`src/rtl/rv_iopmp_mc_scan_sequencer.sv`:
```
// rv_iopmp_mc_scan_sequencer
//   Round-robin sequencer that multiplexes NUMBER_CHANNELS request ports onto
//   one shared entry-scan engine. It walks the entry table one slice of
//   NUMBER_INSTANCES entries per cycle, stops on the first slice decision,
//   restarts the walk when the configuration changes, and returns an
//   allow/deny response on the granted channel.
//
// Ports
//   clk_i, rst_ni            clock (rising edge), async active-low reset
//   iopmp_enabled_i          0 = bypass, every request is allowed
//   cfg_changed_i            entry/MD/SRCMD written; restarts an active scan
//   req_*                    per-channel valid/ready request port
//   rsp_valid_o/rsp_ready_i  per-channel response handshake
//   rsp_allow_o              decision, qualified by rsp_valid_o
//   chk_*_o                  latched request fields and slice offset to the
//                            slice evaluator; chk_en_o while scanning
//   chk_allow_i/chk_deny_i   slice decision (allow has priority)
//   chk_err_type_i/index_i   etype and entry index of a deny
//   err_interface_o          error record, one-cycle pulse on a deny
//   busy_o                   transaction in flight

package rv_iopmp_pkg;
  typedef enum logic [1:0] {
    ACCESS_NONE      = 2'd0,
    ACCESS_READ      = 2'd1,
    ACCESS_WRITE     = 2'd2,
    ACCESS_EXECUTION = 2'd3
  } access_t;

  typedef struct packed {
    logic [2:0]  ttype;
    logic [2:0]  etype;
    logic [15:0] sid;
    logic [15:0] eid;
    logic [31:0] reqaddr;
    logic [31:0] reqaddrh;
  } error_capture_t;
endpackage

module rv_iopmp_mc_scan_sequencer #(
  parameter int ADDR_WIDTH       = 64,
  parameter int SID_WIDTH        = 8,
  parameter int NB_WIDTH         = 4,
  parameter int NUMBER_ENTRIES   = 16,
  parameter int NUMBER_INSTANCES = 4,
  parameter int NUMBER_CHANNELS  = 2
) (
  input  logic                                            clk_i,
  input  logic                                            rst_ni,
  input  logic                                            iopmp_enabled_i,
  input  logic                                            cfg_changed_i,
  input  logic [NUMBER_CHANNELS-1:0]                      req_valid_i,
  output logic [NUMBER_CHANNELS-1:0]                      req_ready_o,
  input  logic [NUMBER_CHANNELS-1:0][ADDR_WIDTH-1:0]      req_addr_i,
  input  logic [NUMBER_CHANNELS-1:0][NB_WIDTH-1:0]        req_num_bytes_i,
  input  logic [NUMBER_CHANNELS-1:0][SID_WIDTH-1:0]       req_sid_i,
  input  rv_iopmp_pkg::access_t [NUMBER_CHANNELS-1:0]     req_access_i,
  output logic [NUMBER_CHANNELS-1:0]                      rsp_valid_o,
  input  logic [NUMBER_CHANNELS-1:0]                      rsp_ready_i,
  output logic                                            rsp_allow_o,
  output logic                                            chk_en_o,
  output logic [ADDR_WIDTH-1:0]                           chk_addr_o,
  output logic [NB_WIDTH-1:0]                             chk_num_bytes_o,
  output logic [SID_WIDTH-1:0]                            chk_sid_o,
  output rv_iopmp_pkg::access_t                           chk_access_o,
  output logic [$clog2(NUMBER_ENTRIES):0]                 chk_entry_offset_o,
  input  logic                                            chk_allow_i,
  input  logic                                            chk_deny_i,
  input  logic [2:0]                                      chk_err_type_i,
  input  logic [15:0]                                     chk_err_index_i,
  output rv_iopmp_pkg::error_capture_t                    err_interface_o,
  output logic                                            busy_o
);
  import rv_iopmp_pkg::*;

  localparam int CW = (NUMBER_CHANNELS > 1) ? $clog2(NUMBER_CHANNELS) : 1;
  localparam int OW = $clog2(NUMBER_ENTRIES) + 1;
  localparam logic [OW-1:0] LAST_OFFSET = OW'(NUMBER_ENTRIES - NUMBER_INSTANCES);

  typedef enum logic [1:0] {S_IDLE, S_SCAN, S_RESP} state_t;

  state_t               r_state, w_state_next;
  logic [CW-1:0]        r_rr_ptr, r_grant, w_gnt, w_rr_next;
  logic [OW-1:0]        r_offset, w_offset_next;
  logic                 r_allow, w_allow_next;
  error_capture_t       r_err, w_err_next;
  logic [ADDR_WIDTH-1:0] r_addr;
  logic [NB_WIDTH-1:0]  r_nb;
  logic [SID_WIDTH-1:0] r_sid;
  access_t              r_access;
  logic                 w_found, w_take;
  logic [2:0]           w_ttype;
  int                   w_idx;

  // Search starts at rr_ptr and wraps; the first valid channel found wins.
  always_comb begin
    w_found = 1'b0;
    w_gnt   = '0;
    w_idx   = 0;
    for (int i = 0; i < NUMBER_CHANNELS; i++) begin
      w_idx = int'(r_rr_ptr) + i;
      if (w_idx >= NUMBER_CHANNELS) w_idx = w_idx - NUMBER_CHANNELS;
      if (!w_found && req_valid_i[w_idx]) begin
        w_found = 1'b1;
        w_gnt   = CW'(w_idx);
      end
    end
  end

  assign w_take    = (r_state == S_IDLE) && w_found;
  assign w_rr_next = (int'(w_gnt) == NUMBER_CHANNELS - 1) ? '0 : CW'(int'(w_gnt) + 1);

  always_comb begin
    case (r_access)
      ACCESS_WRITE:     w_ttype = 3'd2;
      ACCESS_EXECUTION: w_ttype = 3'd3;
      default:          w_ttype = 3'd1;
    endcase
  end

  always_comb begin
    w_state_next  = r_state;
    w_offset_next = r_offset;
    w_allow_next  = r_allow;
    w_err_next    = '0;
    case (r_state)
      S_IDLE: begin
        if (w_found) begin
          w_state_next  = S_SCAN;
          w_offset_next = '0;
          w_allow_next  = 1'b0;
        end
      end
      S_SCAN: begin
        if (!iopmp_enabled_i) begin
          w_allow_next = 1'b1;
          w_state_next = S_RESP;
        end else if (cfg_changed_i) begin
          // Table changed under us: slice results are stale, rewalk from 0.
          w_offset_next = '0;
        end else if (chk_allow_i) begin
          w_allow_next = 1'b1;
          w_state_next = S_RESP;
        end else if (chk_deny_i || (r_offset == LAST_OFFSET)) begin
          w_allow_next        = 1'b0;
          w_state_next        = S_RESP;
          w_err_next.ttype    = w_ttype;
          w_err_next.sid      = 16'(r_sid);
          w_err_next.reqaddr  = r_addr[31:0];
          w_err_next.reqaddrh = r_addr[63:32];
          w_err_next.etype    = chk_deny_i ? chk_err_type_i : 3'h5;
          w_err_next.eid      = chk_deny_i ? chk_err_index_i : 16'h0;
        end else begin
          w_offset_next = r_offset + OW'(NUMBER_INSTANCES);
        end
      end
      S_RESP: begin
        if (rsp_ready_i[r_grant]) w_state_next = S_IDLE;
      end
      default: w_state_next = S_IDLE;
    endcase
  end

  always_ff @(posedge clk_i or negedge rst_ni) begin
    if (!rst_ni) begin
      r_state  <= S_IDLE;
      r_offset <= '0;
      r_allow  <= 1'b0;
      r_err    <= '0;
      r_grant  <= '0;
      r_rr_ptr <= '0;
      r_addr   <= '0;
      r_nb     <= '0;
      r_sid    <= '0;
      r_access <= ACCESS_NONE;
    end else begin
      r_state  <= w_state_next;
      r_offset <= w_offset_next;
      r_allow  <= w_allow_next;
      r_err    <= w_err_next;
      if (w_take) begin
        r_grant  <= w_gnt;
        r_rr_ptr <= w_rr_next;
        r_addr   <= req_addr_i[w_gnt];
        r_nb     <= req_num_bytes_i[w_gnt];
        r_sid    <= req_sid_i[w_gnt];
        r_access <= req_access_i[w_gnt];
      end
    end
  end

  for (genvar gi = 0; gi < NUMBER_CHANNELS; gi++) begin : g_ch
    assign req_ready_o[gi] = w_take && (w_gnt == CW'(gi));
    assign rsp_valid_o[gi] = (r_state == S_RESP) && (r_grant == CW'(gi));
  end

  assign rsp_allow_o        = r_allow;
  assign chk_en_o           = (r_state == S_SCAN);
  assign chk_addr_o         = r_addr;
  assign chk_num_bytes_o    = r_nb;
  assign chk_sid_o          = r_sid;
  assign chk_access_o       = r_access;
  assign chk_entry_offset_o = r_offset;
  assign err_interface_o    = r_err;
  assign busy_o             = (r_state != S_IDLE);
endmodule

```
`config.mk`:
```
export PLATFORM = sky130hd
export DESIGN_NAME = rv_iopmp_mc_scan_sequencer
export DESIGN_NICKNAME = d
export VERILOG_FILES = /design/src/rtl/rv_iopmp_mc_scan_sequencer.sv
export SDC_FILE = /design/constraint.sdc
export NUM_CORES = 1
export LEC_CHECK = 0
export ABC_AREA = 1
export BUFFER_PORTS_ARGS = -buffer_cell sky130_fd_sc_hd__buf_2
export CAP_MARGIN = 15
export CORE_AREA = 2 2 157 159
export DETAILED_ROUTE_END_ITERATION = 6
export DIE_AREA = 0 0 159 161
export GPL_ROUTABILITY_DRIVEN = 0
export PLACE_DENSITY_LB_ADDON = 0.12
export SLEW_MARGIN = 10
export SYNTH_ARGS = -nofsm -noshare
export SYNTH_HDL_FRONTEND = slang
export SYNTH_SLANG_ARGS = --single-unit
```
`constraint.sdc`:
```
create_clock -name clk_i -period 1.34 [get_ports clk_i]
set_input_delay 0.134 -clock clk_i [delete_from_list [all_inputs] [get_ports clk_i]]
set_output_delay 0.134 -clock clk_i [all_outputs]
set_load 0.02 [all_outputs]
```
==> results of run 1 <==
power groups by stage:
| stage | Sequential, mW | Clock, mW | Combinational [mW] |
|---|---|---|---|
| 5_1_grt | 8.17 | 5.50 | 11.4 |
| 2_1_floorplan | 9.30 | 0 | 3.20 |
| 3_3_place_gp | 8.02 | 0 | 7.98 |
| 6_report | 7.97 | 5.12 | 10.6 |
| 3_5_place_dp | 8.01 | 0 | 7.97 |
| 4_1_cts | 7.93 | 5.25 | 9.95 |
repair_timing:
| item | in CTS | in global routing |
|---|---|---|
| setup endpoints to repair | 143 | 185 |
| cloned | 14 | 4 |
| buffers inserted | 20 | 2 |
| resized for setup | 85 | 63 |
| endpoints found under the hold margin | 273 | 0 |
| pin swaps | 36 | 10 |
| hold buffers | 177 | 0 |
worst max-delay path: stages (launching register included):
cell     delay [ns]
dfrtp_1        0.42
inv_2          0.07
buf_6          0.12
nor2_4         0.10
inv_2          0.05
nor2_1         0.10
buf_4          0.16
routing by layer:
metal / GRT usage (%) / vias up / share of wire [%]
met1: 26.11 / 3529 / 41
li1: - / 3622 / -
met5: 0 / - / 0.046
met4: 6.818 / 2 / 2.4
met2: 37.87 / 282 / 50
met3: 5.907 / 42 / 6.4
final timing paths:
path | endpoint | slack [ns]
max reg2reg | err_interface_o[6] | -0.21
min | chk_entry_offset_o[4] | 0.02
min reg2reg | chk_num_bytes_o[2] | 0.49
min in group asynchronous | chk_addr_o[18] | 0.20
max in group asynchronous | r_state[1] | 0.59
max | rsp_valid_o[0] | -0.23
metrics by stage:
step           setup TNS [ns]  worst slack (ns)  area [um^2]  power [mW]  hold WS [ns]
2_1_floorplan        -0.06675          -0.02685         7209       12.50       -0.1616
3_3_place_gp          -0.9563          -0.04710         9592       16.00       0.08856
3_5_place_dp           -2.360          -0.05848         9592       15.98       0.08866
4_1_cts                -21.48           -0.2327        12790       23.13     0.0008245
5_1_grt                -34.73           -0.3032        13060       25.08       0.04757
6_report               -22.25           -0.2277        13060       23.65       0.01582
sequential cells by signal, indices dropped and copies added (netlist names):
register / count
err_interface_o: 93
chk_addr_o: 64
chk_sid_o: 8
chk_num_bytes_o: 4
chk_entry_offset_o: 3
chk_access_o: 2
r_state: 2
r_grant: 1
r_rr_ptr: 1
rsp_allow_o: 1
final cells by class:
type | instances | area (um^2)
flip-flops and latches | 179 | 4482
fillers | 2188 | 10900
well taps | 324 | 405.4
clock inverters | 15 | 191.4
multi-input cells | 537 | 2555
repair buffers | 616 | 4868
clock buffers | 17 | 425.4
inverters | 35 | 133.9
cell usage after synthesis:
library cell and count:
nand4_1 5, clkbuf_1 8, buf_4 11, o21ai_2 1, nand4_2 1, nor2_4 2
inv_1 32, conb_1 1, ha_1 3, o21bai_1 2, dfrtp_1 179, nand2_1 321
buf_6 8, nor2_2 1, nand3_2 1, nor3_1 2, o211ai_1 1, o21ai_0 1
buf_2 24, inv_2 3, nand3_1 82, nand2_2 1, nor2_1 102
cell families after synthesis:
family          after synthesis  share of synthesized area [%]
compound gates                5                         0.5104
fa+ha+maj                     3                         0.5281
buf+inv                      86                          6.390
flops                       179                          63.02
other cells                   1                        0.05276
simple gates                518                          29.50
==> impl_metrics.yaml, run 1 <==
cts:
  root_buffer: "clkbuf_16"
  clk_pin_slew_ns: 0.08
  h-tree-depth: 4
  clockBufferDepth: 2
  numCtsBuffers: 17
  cts_sinks: 179
  tritoncts: "yes"
  clk_latency_ns: 0.43
synthesis:
  synthDistinctLibCells: 23
  syn-cell-area_mm2: 0.007108
  synthTopCellsByArea: "dfrtp_1 63%, nand2_1 17%, nand3_1 5.8%, nor2_1 5.4%, buf_2 1.7%"
  synth_top_area_share_pct: 63.02
  syn_area_per_cell_um2: 8.975
  synth-seq-area-share_pct: 63.02
  ys_warn_count: 0
  synth.largest_area_cell: "dfrtp_1"
  ys_seq_elements: 179
  syn_inst: 792
detailed_routing:
  wl_per_cell_um: 16.32
  viasPerCell: 4.340
  drc: 0
  finalWirelength_mm: 28.12
  vias: 7477
  antenna_left: 0
  drtIter0Drc: 331
  first_pass_iters: 7
floorplanning:
  ios: 377
  core_area_mm2: 0.02396
  std_cell_rows: 57
  die_w_um: 159
  die_area_mm2: 0.02560
  start_util_pct: 29.66
  die_h_um: 161
min_path:
  min-delay-start: "cfg_changed_i"
  min_path_cells: 4
  hp-class: "input pin to flip-flop"
sta:
  layout_setup_ws_ns: -0.2277
  setup_viol_count_final: 171
  final_hold_viol_count: 0
  fmax_ghz: 0.6379
  final.setup_skew_ns: 0.02149
  finalMaxSlewViolations: 0
  min_period_ns: 1.568
  finalCritPeriodShare_pct: 117.0
  grt_setup_unrepaired: "yes"
worst_setup_path:
  worstPathRequired_ns: 1.21
  reg2reg_from: "chk_entry_offset_o[3]"
  path_class: "flip-flop to output port"
  critPathMaxFanout: 2
  crit_path_start: "r_state[1]"
  critPathCaptureType: "output port"
  arrival_ns: 1.43
  start_kind: "flip-flop"
  rr_worst_depth: 10
power:
  p_int_mw: 14.04
  clkPwrFrac_pct: 21.6
  seqPwrFrac_pct: 33.7
  leakage_nw: 6.943
  powerDensity_mw_per_mm2: 1811
  ir_worst_vdd_v: 0.001120
  swShare_pct: 40.63
  p_comb_share_pct: 44.6
  p_sw_mw: 9.609
layout:
  utilization_pct: 54.51
  syn_to_final_growth_pct: 83.75
  layout_common_cells: "358 x buf_2, 299 x nand2_1, 177 x dfrtp_1, 177 x dlygate4sd3_1, 66 x nor2_1"
  final_layout_size_suffix_gt1_share_pct: 40.46
  stdcell_count: 1723
  layout_commonest_cell: "buf_2"
  antenna_cells: 0
  final_nets: 1574
global_routing:
  gr-usage-all-layers_pct: 21.67
  antenna_found_initial: 1
  grt_pass1_wl_mm: 43.17
  grt_pass1_vias: 7763
  grt_max_degree: 50
  overflow: 0
flow_run:
  drv_cap: 0
placement:
  hpwl_mm: 17.44
  place_inst: 1477
  port_buffers: 365
status:
  violations: "negative setup slack"
  status: "finished with violations"
Note: power is estimated with default switching activity, not from simulation.
==> run 2, diff against run 1 <==
CORE_AREA = 2 2 144 174   (was 2 2 157 159)
DIE_AREA = 0 0 146 176   (was 0 0 159 161)
PLACE_DENSITY = 0.68   (was not set)
PLACE_DENSITY_LB_ADDON = not set   (was 0.12)
==> impl_metrics.yaml, run 2 (synthesis gave the netlist of run 1 again) <==
floorplanning:
  start_util_pct: 29.75
  ios: 377
  die_area_mm2: 0.02570
  std_cell_rows: 62
  core_area_mm2: 0.02389
  die_h_um: 176
  die_w_um: 146
flow_run:
  drv_cap: 0
sta:
  setup_viol_count_final: 171
  relSlewSlack_pct: 65.17
  setup_tns_ns: -22.27
  final_hold_viol_count: 0
  layout_setup_ws_ns: -0.2439
  finalMaxSlewViolations: 0
  tightest_slew_ns: 0.5219
  grt_setup_unrepaired: "yes"
  fmax_ghz: 0.6314
  min_period_ns: 1.584
  finalCritPeriodShare_pct: 118.2
  final.setup_skew_ns: 0.01263
detailed_routing:
  first_pass_iters: 7
  drtIter0Drc: 428
  wl_per_cell_um: 17.99
  viasPerCell: 4.719
  drc: 0
  finalWirelength_mm: 31.09
  antenna_left: 0
  vias: 8154
placement:
  port_buffers: 365
  place_ws_ns: -0.09033
  hpwl_mm: 16.76
layout:
  layout_common_cells: "358 x buf_2, 309 x nand2_1, 177 x dfrtp_1, 176 x dlygate4sd3_1, 75 x nand3_1"
  final_layout_size_suffix_gt1_share_pct: 42.79
  syn_to_final_growth_pct: 86.34
  n_fill_cell: 1921
  largest_register_ffs: 93
  ff_latch_area_mm2: 0.004482
  layout_commonest_cell: "buf_2"
  multi_input_area_mm2: 0.002806
  final_nets: 1583
worst_setup_path:
  arrival_ns: 1.89
  ff2ff_setup_slack_ns: -0.24
  start_kind: "flip-flop"
  path_cells: "ha_4 -> ha_4 -> inv_2 -> nand2_4 -> nand3_4 -> buf_6 -> buf_6 -> buf_16 -> nor2_1"
  regToRegEndpoint: "err_interface_o[54]"
  crit_path_start: "chk_entry_offset_o[3]"
  path_class: "flip-flop to flip-flop"
  worstPathRequired_ns: 1.65
  reg2reg_from: "chk_entry_offset_o[3]"
  rr_worst_depth: 9
  max_stage_delay_ns: 0.43
  critPathMaxFanout: 6
  crit_buf_inv: 4
  critPathCaptureType: "flip-flop"
  cp.depth: 9
  critPathTopFamily: "buffers and inverters"
  endpoint: "err_interface_o[54]"
  slowest_stage: "dfrtp_2"
cts:
  h-tree-depth: 4
  root_buffer: "clkbuf_16"
  numCtsBuffers: 17
  tritoncts: "yes"
  clk_latency_ns: 0.42
  clockBufferDepth: 2
  cts_sinks: 179
  clk_pin_slew_ns: 0.08
min_path:
  hp-class: "input pin to flip-flop"
power:
  powerDensity_mw_per_mm2: 1774
  p_comb_share_pct: 45.0
  clkPwrFrac_pct: 20.9
  seqPwrFrac_pct: 34.1
  swShare_pct: 41.98
  leakage_nw: 6.874
  p_int_mw: 13.63
  ir_worst_vdd_v: 0.001041
  p_sw_mw: 9.863
status:
  violations: "negative setup slack"
  status: "finished with violations"
global_routing:
  grt_pass1_vias: 8472
  overflow: 0
  antenna_found_initial: 0
  grt_max_degree: 47
  grt_pass1_wl_mm: 45.05
  gr-usage-all-layers_pct: 22.56
run 2: metal layers:
metal  vias up  track usage, %  part of all wire [%]
met5         -               0                     0
met4         0           13.03                   4.8
met3       113           4.341                   5.7
met2       461           41.14                    53
met1      3936           24.44                    37
li1       3644               -                     -
run 2: power groups by stage:
stage | sequential [mW] | clock (mW) | combinational, mW
2_1_floorplan | 9.30 | 0 | 3.20
3_3_place_gp | 8.04 | 0 | 7.74
3_5_place_dp | 8.06 | 0 | 7.84
4_1_cts | 7.97 | 5.03 | 9.69
5_1_grt | 8.16 | 5.26 | 11.3
6_report | 8.01 | 4.90 | 10.6
run 2: through the flow:
step	util, %	instances	instance area [um^2]	hold slack, ns	total power, mW
finish	55.44	1728	13250	0.03019	23.50
global placement	40.02	1473	9562	0.08915	15.78
floorplan	-	802	7209	-0.1616	12.50
detailed placement	40.02	1473	9562	0.09129	15.90
CTS	53.46	1715	12770	0.0006352	22.69
global route	55.43	1727	13240	0.04090	24.70
run 2: area by class of cell:
class	instances	share of cell area [%]
repair buffers	623	36.60
diodes	1	0.01889
multi-input cells	539	21.19
clock inverters	13	1.011
flip-flops and latches	179	33.84
clock buffers	18	3.316
inverters	35	1.011
well taps	320	3.023
run 2: worst min path at each step:
stage / to / start / cells after the start
CTS: chk_entry_offset_o[4] / cfg_changed_i / 4
detailed placement: chk_num_bytes_o[0] / rst_ni / 1
finish: chk_entry_offset_o[4] / cfg_changed_i / 4
global placement: chk_num_bytes_o[0] / rst_ni / 1
global route: chk_entry_offset_o[4] / cfg_changed_i / 4
floorplan: chk_access_o[0] / rst_ni / 0
run 2: timing repair:
action,CTS,global route
hold buffers,176,0
setup buffers,24,19
pin swaps,14,12
hold endpoints to repair,276,0
gates cloned,12,6
setup endpoints to repair,155,185
resized for setup,112,123
run 2: tightest hold or removal path, cell delays in order:
cell and delay [ns]:
buf_2 0.12, nor3_1 0.07, nand2_2 0.06, nand2_2 0.04
==> run 3, diff against run 2 <==
BUFFER_PORTS_ARGS = -buffer_cell sky130_fd_sc_hd__clkbuf_2   (was -buffer_cell sky130_fd_sc_hd__buf_2)
==> impl_metrics.yaml, run 3 (synthesis gave the netlist of run 1 again) <==
worst_setup_path:
  worstPathRequired_ns: 1.21
  start_kind: "flip-flop"
  critPathCaptureType: "output port"
  arrival_ns: 1.45
  path_class: "flip-flop to output port"
  critPathMaxFanout: 2
floorplanning:
  core_area_mm2: 0.02389
  std_cell_rows: 62
  die_area_mm2: 0.02570
  start_util_pct: 29.75
  ios: 377
  die_w_um: 146
  die_h_um: 176
flow_run:
  drv_cap: 0
global_routing:
  grt_pass1_wl_mm: 44.51
  use_met2_pct: 40.96
  grt_pass1_vias: 8539
  grt_max_degree: 45
  gr-usage-all-layers_pct: 22.27
  grt.busiest_layer: "met2"
  overflow: 0
  grt_use_met3_pct: 5.375
  antenna_found_initial: 0
  gr-usage-met1_pct: 23.10
cts:
  clockBufferDepth: 2
  cts_sinks: 179
  root_buffer: "clkbuf_16"
  clk_pin_slew_ns: 0.08
  numCtsBuffers: 17
  clk_latency_ns: 0.42
  tritoncts: "yes"
  h-tree-depth: 4
sta:
  min_period_ns: 1.585
  finalMaxSlewViolations: 0
  final.setup_skew_ns: 0.01314
  fmax_ghz: 0.6310
  finalCritPeriodShare_pct: 118.3
  layout_setup_ws_ns: -0.2447
  setup_viol_count_final: 168
  final_hold_viol_count: 0
  grt_setup_unrepaired: "yes"
power:
  leakage_nw: 7.388
  clkPwrFrac_pct: 20.6
  seqPwrFrac_pct: 32.3
  ir_worst_vdd_v: 0.0009406
  powerDensity_mw_per_mm2: 1802
  swShare_pct: 42.56
  p_int_mw: 14.39
  p_sw_mw: 10.66
  p_comb_share_pct: 47.1
layout:
  layout_commonest_cell: "clkbuf_2"
  stdcell_count: 1736
  largest_register_ffs: 93
  antenna_cells: 0
  syn_to_final_growth_pct: 95.67
  final_nets: 1591
  design_area_mm2: 0.01391
  final_layout_size_suffix_gt1_share_pct: 48.66
  layout_common_cells: "358 x clkbuf_2, 267 x nand2_1, 177 x dfrtp_1, 177 x dlygate4sd3_1, 49 x nor2_2"
detailed_routing:
  vias: 8307
  wl_per_cell_um: 18.74
  drtIter0Drc: 445
  first_pass_iters: 5
  antenna_left: 0
  finalWirelength_mm: 32.53
  drc: 0
  viasPerCell: 4.785
placement:
  place_area_mm2: 0.009619
  hpwl_mm: 17.09
  port_buffers: 365
  place_inst: 1479
min_path:
  hp-class: "input pin to flip-flop"
status:
  status: "finished with violations"
  violations: "negative setup slack"
## run 3: cell count changes in the layout (fill, tap and decap cells not counted), sizes merged
cell / before / now
bufinv: 0 / 1
buf: 442 / 88
clkbuf: 23 / 384
nand3: 83 / 84
diode: 1 / 0
clkinv: 3 / 4
nand4: 8 / 6
dlygate4sd3: 176 / 177
## run 3: cell type report
| type | instances | area [um^2] |
|---|---|---|
| Fill cell | 1812 | 9985 |
| Timing Repair Buffer | 632 | 5052 |
| Sequential cell | 179 | 4482 |
| Multi-Input combinational cell | 538 | 3231 |
| Clock buffer | 17 | 425.4 |
| Tap cell | 320 | 400.4 |
| Clock inverter | 15 | 183.9 |
| Inverter | 35 | 133.9 |
## run 3: what timing repair did
action,in CTS,in global routing
resized for setup,85,252
buffers inserted,27,6
cloned,8,8
hold endpoints to repair,130,0
pin swaps,10,11
endpoints found under the setup margin,121,180
hold buffers,177,0
## run 3: path summary, 6_finish.rpt
check	start	to	slack, ns	cells after the start
worst max register to register	r_state[1]	chk_addr_o[34]	-0.24	9
min in group asynchronous	rst_ni	chk_entry_offset_o[3]	0.22	2
worst min-delay path	cfg_changed_i	chk_entry_offset_o[4]	0.05	4
max in group asynchronous	rst_ni	err_interface_o[86]	0.59	3
worst min register to register	rsp_allow_o	rsp_allow_o	0.50	2
worst max-delay path	r_state[1]	req_ready_o[0]	-0.24	5
## run 3: critical path: stages (launching register included)
cell     delay, ns
dfrtp_1       0.42
nor2_4        0.16
o21ai_4       0.09
nor2_4        0.15
buf_12        0.13
buf_8         0.10
## run 3: power groups by stage
stage	Combinational, mW	Sequential, mW	Clock, mW
floorplan	3.20	9.30	0
global placement	7.75	8.09	0
detailed placement	7.85	8.11	0
CTS	9.51	8.02	5.24
global route	12.5	8.25	5.49
finish	11.8	8.10	5.16
## run 3: layer usage
layer	part of all wire (%)	routed length, um
met1	34	11190
met2	53	17200
met3	7.1	2307
met4	5.6	1834
met5	0	0
## run 3: stage by stage
stage,worst slack [ns],TNS [ns],hold WS [ns],utilization (%),power [mW]
2_1_floorplan,-0.02685,-0.06675,-0.1616,-,12.50
3_3_place_gp,-0.04938,-2.138,0.1074,40.26,15.84
3_5_place_dp,-0.07377,-4.361,0.1114,40.26,15.95
4_1_cts,-0.2586,-17.77,0.01414,53.14,22.77
5_1_grt,-0.3103,-33.76,0.04411,58.21,26.22
6_report,-0.2447,-22.20,0.05143,58.21,25.06
